--- src/rtl/bnn_pkg.sv ---
`default_nettype none
// ============================================================================
// Module      : bnn_pkg
// Description : Shared types and constants for the BNN inference controller.
//               Provides the controller state encoding, default parameter
//               values, a minimum-width clog2 helper, and the score/class
//               width types shared with the BNN core.
// Revision    : 1.0 - initial release
// ============================================================================
package bnn_pkg;

    // Controller states. The width is explicit so the encoding is fixed.
    typedef enum logic [1:0] {
        ST_IDLE = 2'd0,
        ST_RUN  = 2'd1,
        ST_SCAN = 2'd2,
        ST_DONE = 2'd3
    } state_t;

    localparam int C_DEF_ROWS    = 8;
    localparam int C_DEF_COLS    = 8;
    localparam int C_DEF_CLASSES = 10;
    localparam int C_DEF_SCORE_W = 5;
    localparam int C_DEF_BNN_LAT = 1;

    // clog2 that never returns 0, so single-entry configurations still
    // get a legal 1-bit index or counter.
    function automatic int clog2_min1(input int n);
        return (n < 2) ? 1 : $clog2(n);
    endfunction

    // Default-width types shared with the BNN core.
    typedef logic [C_DEF_SCORE_W-1:0]           score_t;
    typedef logic [clog2_min1(C_DEF_CLASSES)-1:0] class_t;

endpackage
`default_nettype wire

--- src/rtl/bnn_argmax_seq.sv ---
`default_nettype none
// ============================================================================
// Module      : bnn_argmax_seq
// Description : Score buffer plus sequential argmax. On load the per-class
//               scores are captured; on start the scan visits one class per
//               cycle using a strict greater-than compare, so ties resolve
//               to the lowest index and all-zero scores yield class 0.
// Ports       : usb_clk, rst (async, active-high)
//               load         - capture scores_i into the score buffer
//               start        - arm the scan at index 0
//               abort        - drop an in-progress scan
//               scores_i     - flattened per-class scores
//               finish       - high during the last scan cycle
//               result_class - winner including the current compare
//               result_score - winning score including the current compare
// Revision    : 1.0 - initial release
// ============================================================================
module bnn_argmax_seq
    import bnn_pkg::*;
#(
    parameter int CLASSES = C_DEF_CLASSES,
    parameter int SCORE_W = C_DEF_SCORE_W,
    parameter int CLS_W   = clog2_min1(CLASSES)
) (
    input  logic                       usb_clk,
    input  logic                       rst,
    input  logic                       load,
    input  logic                       start,
    input  logic                       abort,
    input  logic [CLASSES*SCORE_W-1:0] scores_i,
    output logic                       finish,
    output logic [CLS_W-1:0]           result_class,
    output logic [SCORE_W-1:0]         result_score
);

    logic [SCORE_W-1:0] r_buf [CLASSES];
    logic [CLS_W-1:0]   r_idx;
    logic [CLS_W-1:0]   r_arg;
    logic [SCORE_W-1:0] r_max;
    logic               r_active;

    logic [SCORE_W-1:0] w_cur;
    logic               w_take;
    logic               w_last;

    assign w_cur  = r_buf[r_idx];
    assign w_take = (w_cur > r_max);
    assign w_last = (r_idx == CLS_W'(CLASSES - 1));

    // The result folds in the current compare so the owner can latch the
    // final winner on the same edge that ends the scan.
    assign finish       = r_active && w_last;
    assign result_class = w_take ? r_idx : r_arg;
    assign result_score = w_take ? w_cur : r_max;

    always_ff @(posedge usb_clk or posedge rst) begin
        if (rst) begin
            for (int c = 0; c < CLASSES; c++) begin
                r_buf[c] <= '0;
            end
            r_idx    <= '0;
            r_arg    <= '0;
            r_max    <= '0;
            r_active <= 1'b0;
        end else begin
            if (load) begin
                for (int c = 0; c < CLASSES; c++) begin
                    r_buf[c] <= scores_i[c*SCORE_W +: SCORE_W];
                end
            end
            if (abort) begin
                r_active <= 1'b0;
            end else if (start) begin
                r_idx    <= '0;
                r_arg    <= '0;
                r_max    <= '0;
                r_active <= 1'b1;
            end else if (r_active) begin
                if (w_take) begin
                    r_max <= w_cur;
                    r_arg <= r_idx;
                end
                if (w_last) begin
                    r_active <= 1'b0;
                end else begin
                    r_idx <= r_idx + 1'b1;
                end
            end
        end
    end

endmodule
`default_nettype wire

--- src/rtl/bnn_inference_ctrl.sv ---
`default_nettype none
// ============================================================================
// Module      : bnn_inference_ctrl
// Description : Host-facing controller in front of the BNN core. Loads a
//               ROWS x COLS binary image row by row, tracks written rows,
//               launches the core under start/busy/done, waits BNN_LAT
//               cycles, captures the class scores and resolves the winner
//               with a sequential argmax.
// Ports       : usb_clk, rst (async, active-high)
//               wr_en/wr_addr/wr_data - row write port
//               clear    - synchronous abort, drops image and result
//               start    - inference request
//               busy     - high in RUN and SCAN
//               done     - high in DONE
//               err      - sticky protocol-violation flag
//               class_o  - winning class index
//               score_o  - winning score
//               image_o  - image to core, row r at [r*COLS +: COLS]
//               scores_i - scores from core, class c at [c*SCORE_W +: SCORE_W]
// Revision    : 1.0 - initial release
// ============================================================================
module bnn_inference_ctrl
    import bnn_pkg::*;
#(
    parameter int ROWS    = C_DEF_ROWS,
    parameter int COLS    = C_DEF_COLS,
    parameter int CLASSES = C_DEF_CLASSES,
    parameter int SCORE_W = C_DEF_SCORE_W,
    parameter int BNN_LAT = C_DEF_BNN_LAT,
    parameter int ADDR_W  = clog2_min1(ROWS),
    parameter int CLS_W   = clog2_min1(CLASSES)
) (
    input  logic                       usb_clk,
    input  logic                       rst,
    input  logic                       wr_en,
    input  logic [ADDR_W-1:0]          wr_addr,
    input  logic [COLS-1:0]            wr_data,
    input  logic                       clear,
    input  logic                       start,
    output logic                       busy,
    output logic                       done,
    output logic                       err,
    output logic [CLS_W-1:0]           class_o,
    output logic [SCORE_W-1:0]         score_o,
    output logic [ROWS*COLS-1:0]       image_o,
    input  logic [CLASSES*SCORE_W-1:0] scores_i
);

    localparam int C_CNT_W = clog2_min1(BNN_LAT);

    state_t                r_state;
    state_t                w_state_nxt;
    logic [ROWS*COLS-1:0]  r_image;
    logic [ROWS-1:0]       r_row_valid;
    logic [C_CNT_W-1:0]    r_cnt;
    logic                  r_err;
    logic [CLS_W-1:0]      r_class;
    logic [SCORE_W-1:0]    r_score;

    logic                  w_addr_ok;
    logic                  w_all_valid;
    logic                  w_run_last;
    logic                  w_wr_accept;
    logic                  w_start_accept;
    logic                  w_err_set;
    logic                  w_load;
    logic                  w_finish;
    logic [CLS_W-1:0]      w_res_class;
    logic [SCORE_W-1:0]    w_res_score;

    assign w_addr_ok   = (int'(wr_addr) < ROWS);
    assign w_all_valid = &r_row_valid;
    assign w_run_last  = (r_state == ST_RUN) && (r_cnt == C_CNT_W'(BNN_LAT - 1));

    assign busy    = (r_state == ST_RUN) || (r_state == ST_SCAN);
    assign done    = (r_state == ST_DONE);
    assign err     = r_err;
    assign class_o = r_class;
    assign score_o = r_score;
    assign image_o = r_image;

    // Scores are captured on the last RUN edge and the scan is armed on the
    // same edge, so SCAN starts the cycle after RUN ends.
    bnn_argmax_seq #(
        .CLASSES (CLASSES),
        .SCORE_W (SCORE_W),
        .CLS_W   (CLS_W)
    ) u_argmax (
        .usb_clk      (usb_clk),
        .rst          (rst),
        .load         (w_load),
        .start        (w_load),
        .abort        (clear),
        .scores_i     (scores_i),
        .finish       (w_finish),
        .result_class (w_res_class),
        .result_score (w_res_score)
    );

    always_ff @(posedge usb_clk or posedge rst) begin
        if (rst) begin
            r_state <= ST_IDLE;
        end else begin
            r_state <= w_state_nxt;
        end
    end

    // Next-state and command decode. clear overrides everything, including
    // error reporting for any other input seen in the same cycle.
    always_comb begin
        w_state_nxt    = r_state;
        w_wr_accept    = 1'b0;
        w_start_accept = 1'b0;
        w_err_set      = 1'b0;
        w_load         = 1'b0;
        if (clear) begin
            w_state_nxt = ST_IDLE;
        end else begin
            case (r_state)
                ST_IDLE, ST_DONE: begin
                    if (wr_en) begin
                        if (w_addr_ok) begin
                            w_wr_accept = 1'b1;
                            w_state_nxt = ST_IDLE;
                        end else begin
                            w_err_set = 1'b1;
                        end
                        // A start colliding with a write never launches.
                        if (start) begin
                            w_err_set = 1'b1;
                        end
                    end else if (start) begin
                        if (w_all_valid) begin
                            w_start_accept = 1'b1;
                            w_state_nxt    = ST_RUN;
                        end else begin
                            w_err_set = 1'b1;
                        end
                    end
                end
                ST_RUN: begin
                    w_err_set = wr_en;
                    if (w_run_last) begin
                        w_load      = 1'b1;
                        w_state_nxt = ST_SCAN;
                    end
                end
                ST_SCAN: begin
                    w_err_set = wr_en;
                    if (w_finish) begin
                        w_state_nxt = ST_DONE;
                    end
                end
                default: begin
                    w_state_nxt = ST_IDLE;
                end
            endcase
        end
    end

    always_ff @(posedge usb_clk or posedge rst) begin
        if (rst) begin
            r_image     <= '0;
            r_row_valid <= '0;
            r_cnt       <= '0;
            r_err       <= 1'b0;
            r_class     <= '0;
            r_score     <= '0;
        end else begin
            if (w_start_accept) begin
                r_cnt <= '0;
            end else if ((r_state == ST_RUN) && !w_run_last) begin
                r_cnt <= r_cnt + 1'b1;
            end

            if (w_start_accept) begin
                r_err <= 1'b0;
            end else if (w_err_set) begin
                r_err <= 1'b1;
            end

            if (clear) begin
                r_image     <= '0;
                r_row_valid <= '0;
                r_class     <= '0;
                r_score     <= '0;
            end else begin
                for (int r = 0; r < ROWS; r++) begin
                    if (w_wr_accept && (int'(wr_addr) == r)) begin
                        r_image[r*COLS +: COLS] <= wr_data;
                        r_row_valid[r]          <= 1'b1;
                    end
                end
                // Result registers only move on entry to DONE, so partial
                // argmax values are never visible.
                if ((r_state == ST_SCAN) && w_finish) begin
                    r_class <= w_res_class;
                    r_score <= w_res_score;
                end
            end
        end
    end

endmodule
`default_nettype wire

--- config.mk ---
export PLATFORM = sky130hd
export DESIGN_NAME = bnn_inference_ctrl
export DESIGN_NICKNAME = d
export VERILOG_FILES = /design/src/rtl/bnn_pkg.sv /design/src/rtl/bnn_argmax_seq.sv /design/src/rtl/bnn_inference_ctrl.sv
export SDC_FILE = /design/constraint.sdc
export NUM_CORES = 1
export LEC_CHECK = 0
export ABC_AREA = 1
export CAP_MARGIN = 40
export CORE_AREA = 2 2 124 126
export CTS_CLUSTER_DIAMETER = 200
export CTS_CLUSTER_SIZE = 25
export DETAILED_ROUTE_END_ITERATION = 10
export DIE_AREA = 0 0 126 128
export PLACE_DENSITY = 0.73
export SYNTH_ARGS = -nofsm -noshare
export SYNTH_HDL_FRONTEND = slang
export SYNTH_SLANG_ARGS = --single-unit
--- constraint.sdc ---
create_clock -name usb_clk -period 5.4 [get_ports usb_clk]
set_clock_uncertainty 0.15 [all_clocks]
set_input_delay 0.81 -clock usb_clk [delete_from_list [all_inputs] [get_ports usb_clk]]
set_output_delay 0.81 -clock usb_clk [all_outputs]
set_load 0.05 [all_outputs]
=== Word level (Yosys, flattened, before mapping) ===
Cells that the tools add are included.

* Bits in registers: 149
* Bits of input ports: 66
* Logic and storage cells: 158

* Reductions and logical operators: 34
* Mux-type cells: 66
* Bitwise logic cells: 3
* Add/sub/neg operators: 2
* Order comparisons: 2
* Eq/ne operators: 16

{| class="wikitable"
|+ Operator list
! kind !! count
|-
| 2-to-1 mux 8 bit || 9
|-
| 2-to-1 mux 64 bit || 1
|-
| 2-to-1 mux 5 bit || 7
|-
| 2-to-1 mux 1 bit || 32
|-
| 2-to-1 mux 4 bit || 8
|-
| nonzero test 2 bit || 12
|-
| binary-select mux 5 bit (select 4 bit) || 1
|-
| == test 3 bit (second input constant) || 4
|-
| logical AND 1 bit || 12
|-
| 2-to-1 mux 2 bit || 6
|-
| inequality test 4 bit (second input constant) || 2
|-
| AND reduction 8 bit || 1
|-
| == test 3 x 2 -> 1 bit (second input constant) || 2
|-
| inequality test 3 bit (second input constant) || 2
|-
| one-hot mux 2 bit (3 select lines) || 1
|-
| >= comparator 5 bit (second input constant) || 1
|-
| greater-than comparator 5 bit || 1
|-
| NOT 4 -> 5 bit || 1
|-
| adder 4 x 1 -> 4 bit (second input constant) || 1
|-
| == test 2 bit (second input constant) || 2
|-
| == test 4 bit (second input constant) || 1
|-
| AND reduction 4 bit || 1
|-
| OR reduction 2 bit || 2
|-
| == test 3 x 1 -> 1 bit (second input constant) || 1
|-
| other kinds (11) || 12
|}

=== Logic depth before layout (Yosys ltp) ===
Gate-level depths: netlist of run 1.

* Depth in word-level cells: 8
* Depth in mapped cells: 17
* Mapped depth without buffers: 16

=== By module ===
A second synthesis of run 1 with hierarchy kept.

* Cell total of the unflattened synthesis: 765
* Area, all modules: 6800.3 um2

{| class="wikitable"
|+ Modules (own cells, without submodules)
! module !! area each (um2) !! cells an instance !! times used
|-
| bnn_inference_ctrl || 3477.1 || 342 || 1
|-
| bnn_argmax_seq || 3323.2 || 423 || 1
|}

=== Worst setup path after synthesis of run 1 ===
Ideal clock, no wire load.

* Kind: register -> register
* Start: register u_argmax.r_idx[0]
* End: register u_argmax.r_arg[0]
* Slack: 3.028 ns
* Data required time: 5.123 ns
* Cell stages (with the launch flop): 15
* Data arrival time: 2.095 ns
* Library setup time: 0.127 ns
* Path buffers: 1
* Cell sequence: dfrtp_1 inv_2 buf_2 nand2_1 nand3_1 nand3_1 nand3_1 nand2_1 ha_1 nand2_1 nor3b_2 o21bai_2 nand2_1 nand3_1 o21ai_0

* Cells in the longest elaborated chain, start to end: 8

{| class="wikitable"
|+ RTL lines
! what !! RTL line !! source
|-
| from (decl) || bnn_argmax_seq.sv:37 || <nowiki>logic [CLS_W-1:0] r_idx;</nowiki>
|-
| from (signal assigned) || bnn_argmax_seq.sv:86 || <nowiki>r_idx <= r_idx + 1'b1;</nowiki>
|-
| NOT 4 -> 5 bit (implied by the code) || bnn_argmax_seq.sv:46 || <nowiki>assign w_cur = r_buf[r_idx];</nowiki>
|-
| binary-select mux 5 bit (select 4 bit) || bnn_argmax_seq.sv:46 ||
|-
| 2-to-1 mux 5 bit (implied by the code) (2 in series) || bnn_argmax_seq.sv:46 ||
|-
| greater-than comparator 5 bit || bnn_argmax_seq.sv:47 || <nowiki>assign w_take = (w_cur > r_max);</nowiki>
|-
| 2-to-1 mux 4 bit * || -- ||
|-
| 2-to-1 mux 4 bit * || bnn_argmax_seq.sv:78 || <nowiki>end else if (r_active) begin</nowiki>
|-
| 2-to-1 mux 4 bit * || bnn_argmax_seq.sv:73 || <nowiki>end else if (start) begin</nowiki>
|-
| to (signal assigned) || bnn_argmax_seq.sv:81 || <nowiki>r_arg <= r_idx;</nowiki>
|-
| to (decl) || bnn_argmax_seq.sv:38 || <nowiki>logic [CLS_W-1:0] r_arg;</nowiki>
|}

Mark *: on every way between the ends. The rest lies on a longest branch, timed or not. The select of a mux whose other input is x is not followed.
A chain may end at the register's enable or synchronous reset.

=== Worst setup path in the final report of run 1 ===
* Start: register u_argmax.r_idx[1]
* End: register r_score[4], in the netlist score_o[4]

* Cells in the longest elaborated chain, start to end: 8

{| class="wikitable"
|+ RTL lines
! what !! RTL line !! source
|-
| NOT 4 -> 5 bit (implied by the code) || bnn_argmax_seq.sv:46 ||
|-
| binary-select mux 5 bit (select 4 bit) || bnn_argmax_seq.sv:46 ||
|-
| 2-to-1 mux 5 bit (implied by the code) (2 in series) || bnn_argmax_seq.sv:46 ||
|-
| greater-than comparator 5 bit || bnn_argmax_seq.sv:47 ||
|-
| 2-to-1 mux 5 bit || -- ||
|-
| 2-to-1 mux 5 bit || bnn_inference_ctrl.sv:196 || <nowiki>if ((r_state == ST_SCAN) && w_finish) begin</nowiki>
|-
| 2-to-1 mux 5 bit || bnn_inference_ctrl.sv:182 || <nowiki>if (clear) begin</nowiki>
|-
| to (signal assigned) || bnn_inference_ctrl.sv:198 || <nowiki>r_score <= w_res_score;</nowiki>
|-
| to (decl) || bnn_inference_ctrl.sv:58 || <nowiki>logic [SCORE_W-1:0] r_score;</nowiki>
|}

Several ways; a longest one is shown, not always the timed one. The select of a mux whose other input is x is not followed.

==> results of run 1 <==
## final cells by class
class / count / area, µm² / share of cell area (%)
Clock inverter: 15 / 158 / 1.79
Inverter: 80 / 305 / 3.47
Clock buffer: 17 / 425 / 4.83
Tap cell: 188 / 235 / 2.67
Timing Repair Buffer: 146 / 1450 / 16.5
Sequential cell: 149 / 3730 / 42.4
Multi-Input combinational cell: 495 / 2500 / 28.4
## where the power goes
group          switching [mW]  internal (mW)
sequential              0.134           1.37
clock                   0.510          0.654
combinational            1.09          0.547
## flip-flops by register name, indices dropped and copies added, names as in the netlist
name / count
image_o: 64
u_argmax.r_max: 5
r_cnt: 1
r_state: 2
class_o: 4
u_argmax.r_buf: 50
score_o: 5
u_argmax.r_active: 1
err: 1
u_argmax.r_idx: 4
u_argmax.r_arg: 4
r_row_valid: 8
## metal layers
layer  vias up  GRT usage (%)  wire length, µm
met2       130           32.5             7530
met4         0           8.02              287
met5         -              0                0
met3        21           7.35             1250
li1       2702              -                -
met1      2634           28.2             7400
## critical path, stage by stage, from the launching register on
cell      delay [ns]
dfrtp_1         0.78
clkinv_1        0.52
nand3_1         0.21
nand3_1         0.10
nand3_1         0.17
nand2_1         0.08
ha_1            0.31
nand2_1         0.15
inv_1           0.07
nand2_1         0.08
nand2_1         0.08
o21bai_2        0.34
nand2_1         0.13
nand3_1         0.13
nand2_1         0.06
## worst paths after layout
path | endpoint | slack [ns] | depth (start not counted)
max in group asynchronous | u_argmax.r_buf[42]$_DFFE_PP0P_ | 3.43 | 3
setup / recovery | score_o[4]$_DFFE_PP0P_ | 1.92 | 14
hold / removal | image_o[19]$_DFFE_PP0P_ | 0.33 | 2
min in group asynchronous | u_argmax.r_buf[20]$_DFFE_PP0P_ | 0.73 | 2
hold reg to reg | image_o[19]$_DFFE_PP0P_ | 0.33 | 2
setup reg to reg | score_o[4]$_DFFE_PP0P_ | 1.92 | 14
## cell families (layout without fill, tap and decap cells)
family	count (synthesis)	after routing	synth area share [%]
buffers and inverters	111	258	7.37
AO/OA/AOI/OAI	102	102	8.01
multiplexers	25	25	4.19
AND/OR/NAND/NOR	358	358	23.1
adder cells (fa/ha/maj)	10	10	1.86
flip-flops	149	149	55.5
## stage by stage
step	cell area [µm²]	util, %	total power [mW]	setup slack, ns
after CTS	8800	59.2	4.32	1.96
final	8800	59.2	4.31	1.92
after floorplan	6720	-	2.70	0.432
after global routing	8800	59.2	4.61	1.69
after global placement	8220	55.3	3.07	1.81
after detailed placement	8220	55.3	3.12	1.79
## cells in the final DEF, fill, tap and decap left out, drive strengths merged, types with 2 or more instances in the layout
master / Yosys / routed
nand4: 8 / 8
inv: 78 / 88
buf: 31 / 5
nand3: 81 / 81
clkinv: 2 / 4
clkinvlp: 0 / 2
nor2: 60 / 60
nor3: 6 / 6
dfrtp: 149 / 149
o21ai: 57 / 57
clkbuf: 0 / 17
mux2: 25 / 25
a21oi: 43 / 43
ha: 10 / 10
clkdlybuf4s50: 0 / 141
nand2: 202 / 202
==> flow_summary.ini, run 1 <==
[outcome]
outcome = complete, no violations

[worst_setup_path]
path_max_fanout = 18
reg2reg_from = u_argmax.r_idx[1]$_DFFE_PP0P_
worstSetupStartpoint = u_argmax.r_idx[1]$_DFFE_PP0P_
required_ns = 5.56
arrival_ns = 3.65
cp-end-kind = flip-flop
start_kind = flip-flop
path_class = flip-flop to flip-flop

[placed_design]
dp_cells = 1058
portBuffers = 141
place.gp.congestion = 0.850
dp_hpwl_um = 11200

[global_routing]
antenna_found_initial = 0
grt_pass1_wl_um = 27300
overflow = 0
grtUsageTotal_pct = 21.3
grt_pass1_vias = 5506
grt_max_degree = 79

[synthesis]
synth-seq-cells = 149
yosysUniqueCellTypes = 28
async_flop_share_pct = 100
synthTopCellsByCount = nand2_1, dfrtp_1, nand3_1
netlist_area_um2 = 6720
ys_seq_area_share_pct = 55.5
ys_top_cells_by_area = dfrtp_1, nand2_1, nand3_1
synth_area_per_cell_um2 = 8.90
synth_top_area_share_pct = 55.5
synth_edf_count = 0
synthFlopType = dfrtp_1
yosys_warnings = 0
yosys.area.top_type = dfrtp_1
synthCells = 755
synth.most_common_cell = nand2_1
syn_nets = 831

[floorplan]
placeableCoreArea_um2 = 14900
rows = 45
die-area_um2 = 16100
die_h_um = 128
start_util_pct = 45.2
io-pin-count = 142
die_x_um = 126

[final_layout]
nets = 965
antenna_cells = 0
drive_gt1_share_pct = 9.87
fillers = 1294
area.growth.synth_to_final_pct = 31.0
final_cells = 1090

[routing]
wire_per_inst_um = 15.1
viasPerCell = 5.03
drtPass1Iterations = 4
drc = 0
antenna_left = 0
vias = 5487
first_iter_violations = 469
wirelength_um = 16500

[clock_network]
cts.sink_count = 149
clock_latency_ns = 0.43
path_clk_slew_ns = 0.06
ctsResizeCount = 0
root_buffer = clkbuf_16
cts_tree = built
htree_num_levels = 4
cts_buffers = 17
postCtsHoldBufs = 0
cts_setup_buffers = 0
clockBufferDepth = 2

[flow_run]
cap_violations = 0

[sta]
fin_hold_ws_ns = 0.327
timing.fmax_ghz = 0.287
tns_ns = 0
period_share_pct = 64.5
slew_headroom_pct = 54.5
min_period_ns = 3.48
hold_violations = 0
maxSlewViolCount = 0
rsz0062_at_grt = false
setup_violations = 0
tightest_slew_ns = 0.683

[hold_path]
hold_class = flip-flop to flip-flop
worstHoldStart = image_o[19]$_DFFE_PP0P_

[pwr]
p_leak_nw = 4.24
powerDensity_nw_per_um2 = 489
ir_worst_vdd_uv = 306
Power figures use the tool's default switching activity.
==> run 2: changes to the inputs <==
==> constraint.sdc (replaced) <==
create_clock -name usb_clk -period 3.42 [get_ports usb_clk]
set_clock_uncertainty 0.15 [all_clocks]
set_input_delay 0.513 -clock usb_clk [delete_from_list [all_inputs] [get_ports usb_clk]]
set_output_delay 0.513 -clock usb_clk [all_outputs]
set_load 0.05 [all_outputs]
==> run 2 against run 1 <==
Sequential share of layout area is 0.57 points lower. Cell count is 0.83% higher. Core utilization is 0.81 points higher. First-iteration DRC count is 6.8% higher.
==> flow_summary.ini, run 2 (same netlist as run 1, synthesis figures left out) <==
[outcome]
outcome = complete, no violations

[placed_design]
place.gp.congestion = 0.820
dp_hpwl_um = 11600
dp_cells = 1067
portBuffers = 141
dp_slack_ns = 0.666

[final_layout]
final_cell_mix = nand2_1, dfrtp_1, clkdlybuf4s50_1
final_util_pct = 60.0
final_common_cell = nand2_1
largest_reg_flops = 64
area.growth.synth_to_final_pct = 32.8
final_cells = 1099
antenna_cells = 0
nets = 974
drive_gt1_share_pct = 10.6
fillers = 1279

[hold_path]
whs_path_depth = 2
hold_class = flip-flop to flip-flop
min_to = image_o[19]$_DFFE_PP0P_
worstHoldStart = image_o[19]$_DFFE_PP0P_

[routing]
vias = 5585
drtPass1Iterations = 6
antenna_left = 0
wirelength_um = 16800
drc = 0
first_iter_violations = 501
viasPerCell = 5.08
wire_per_inst_um = 15.2

[pwr]
power.total_mw = 6.89
seq_power_share_pct = 34.0
intPower_mw = 4.20
ir_worst_vdd_uv = 432
power_frac_clock_pct = 28.0
p_leak_nw = 4.29
p_sw_share_pct = 39.0
pwr-share-comb_pct = 38.0
powerDensity_nw_per_um2 = 772
p_sw_mw = 2.68

[clock_network]
postCtsHoldBufs = 0
cts.sink_count = 149
ctsResizeCount = 0
cts_tree = built
cts_setup_buffers = 0
clock_latency_ns = 0.43
root_buffer = clkbuf_16
path_clk_slew_ns = 0.07
cts_buffers = 17
htree_num_levels = 4
clockBufferDepth = 2

[worst_setup_path]
r2r-end = u_argmax.r_arg[1]$_DFFE_PP0P_
path_class = flip-flop to output pin
path_max_fanout = 5
required_ns = 2.76
arrival_ns = 2.23
worstSetupStartpoint = r_state[0]$_DFFE_PP0P_
start_kind = flip-flop
ff2ff_setup_slack_ns = 0.65
worstRegToRegCells = 15
reg2reg_from = u_argmax.r_idx[0]$_DFFE_PP0P_
cp-end-kind = output pin

[floorplan]
start_util_pct = 45.2
die_h_um = 128
rows = 45
die-area_um2 = 16100
die_x_um = 126
io-pin-count = 142
placeableCoreArea_um2 = 14900

[flow_run]
cap_violations = 0

[sta]
setup_violations = 0
slew_headroom_pct = 62.4
period_share_pct = 84.5
min_period_ns = 2.89
setup_slack_ns = 0.531
timing.fmax_ghz = 0.346
tightest_slew_ns = 0.560
maxSlewViolCount = 0
tns_ns = 0
rsz0062_at_grt = false
hold_violations = 0

[global_routing]
grtUsageTotal_pct = 21.5
antenna_found_initial = 0
grt_max_degree = 58
overflow = 0
grt_pass1_vias = 5356
grt_pass1_wl_um = 27600
[run 2: cell count changes in the layout (fill, tap and decap cells not counted)]
cell and change:
buf_4 +6, inv_6 -6, buf_12 +3, bufinv_16 +2, clkinv_2 +2, clkinvlp_4 +2
inv_8 -2, clkbuf_1 +1, clkinv_4 +1, nand3_2 +1, nand3_4 -1
[run 2: worst max-delay path by stage]
stage | slack [ns] | endpoint | cells after the start
final | 0.53 | busy | 4
after global routing | 0.41 | u_argmax.r_max[2]$_DFFE_PP0P_ | 15
after floorplan | 0.88 | class_o[0]$_DFFE_PP0P_ | 1
after CTS | 0.53 | busy | 4
after detailed placement | 0.67 | u_argmax.r_arg[1]$_DFFE_PP0P_ | 12
after global placement | 0.70 | u_argmax.r_arg[2]$_DFFE_PP0P_ | 12
[run 2: layout make-up]
cell class              instances  area, µm²  share of cell area, %
flip-flops and latches        149       3730                   41.8
multi-input cells             495       2490                   28.0
repair buffers                155       1550                   17.4
clock buffers                  18        429                   4.81
inverters                      80        304                   3.41
well taps                     188        235                   2.64
clock inverters                14        178                   1.99
[run 2: routing by layer]
layer / vias up / global-route usage [%] / part of all wire [%]
met5: - / 0 / 0
met4: 0 / 7.05 / 1.8
met3: 25 / 6.89 / 7.6
met2: 162 / 31.8 / 45
met1: 2675 / 30.4 / 46
li1: 2723 / - / -
[run 2: power by group through the flow]
stage,sequential [mW],clock [mW],combinational [mW]
4_1_cts,2.34,1.95,2.61
3_3_place_gp,2.36,0,2.53
5_1_grt,2.39,2.02,2.95
6_report,2.34,1.93,2.62
2_1_floorplan,2.49,0,1.78
3_5_place_dp,2.37,0,2.59
[run 2: worst max-delay path, cell delays in order (launching register included)]
cell	delay, ns
dfrtp_1	0.40
inv_1	0.06
ha_1	0.32
inv_1	0.15
clkdlybuf4s50_1	0.87
[run 2: stage by stage]
step / hold WS (ns) / instance area [µm²]
CTS: 0.331 / 8920
global placement: 0.303 / 8320
global route: 0.351 / 8920
finish: 0.330 / 8920
floorplan: 0.299 / 6720
detailed placement: 0.312 / 8320
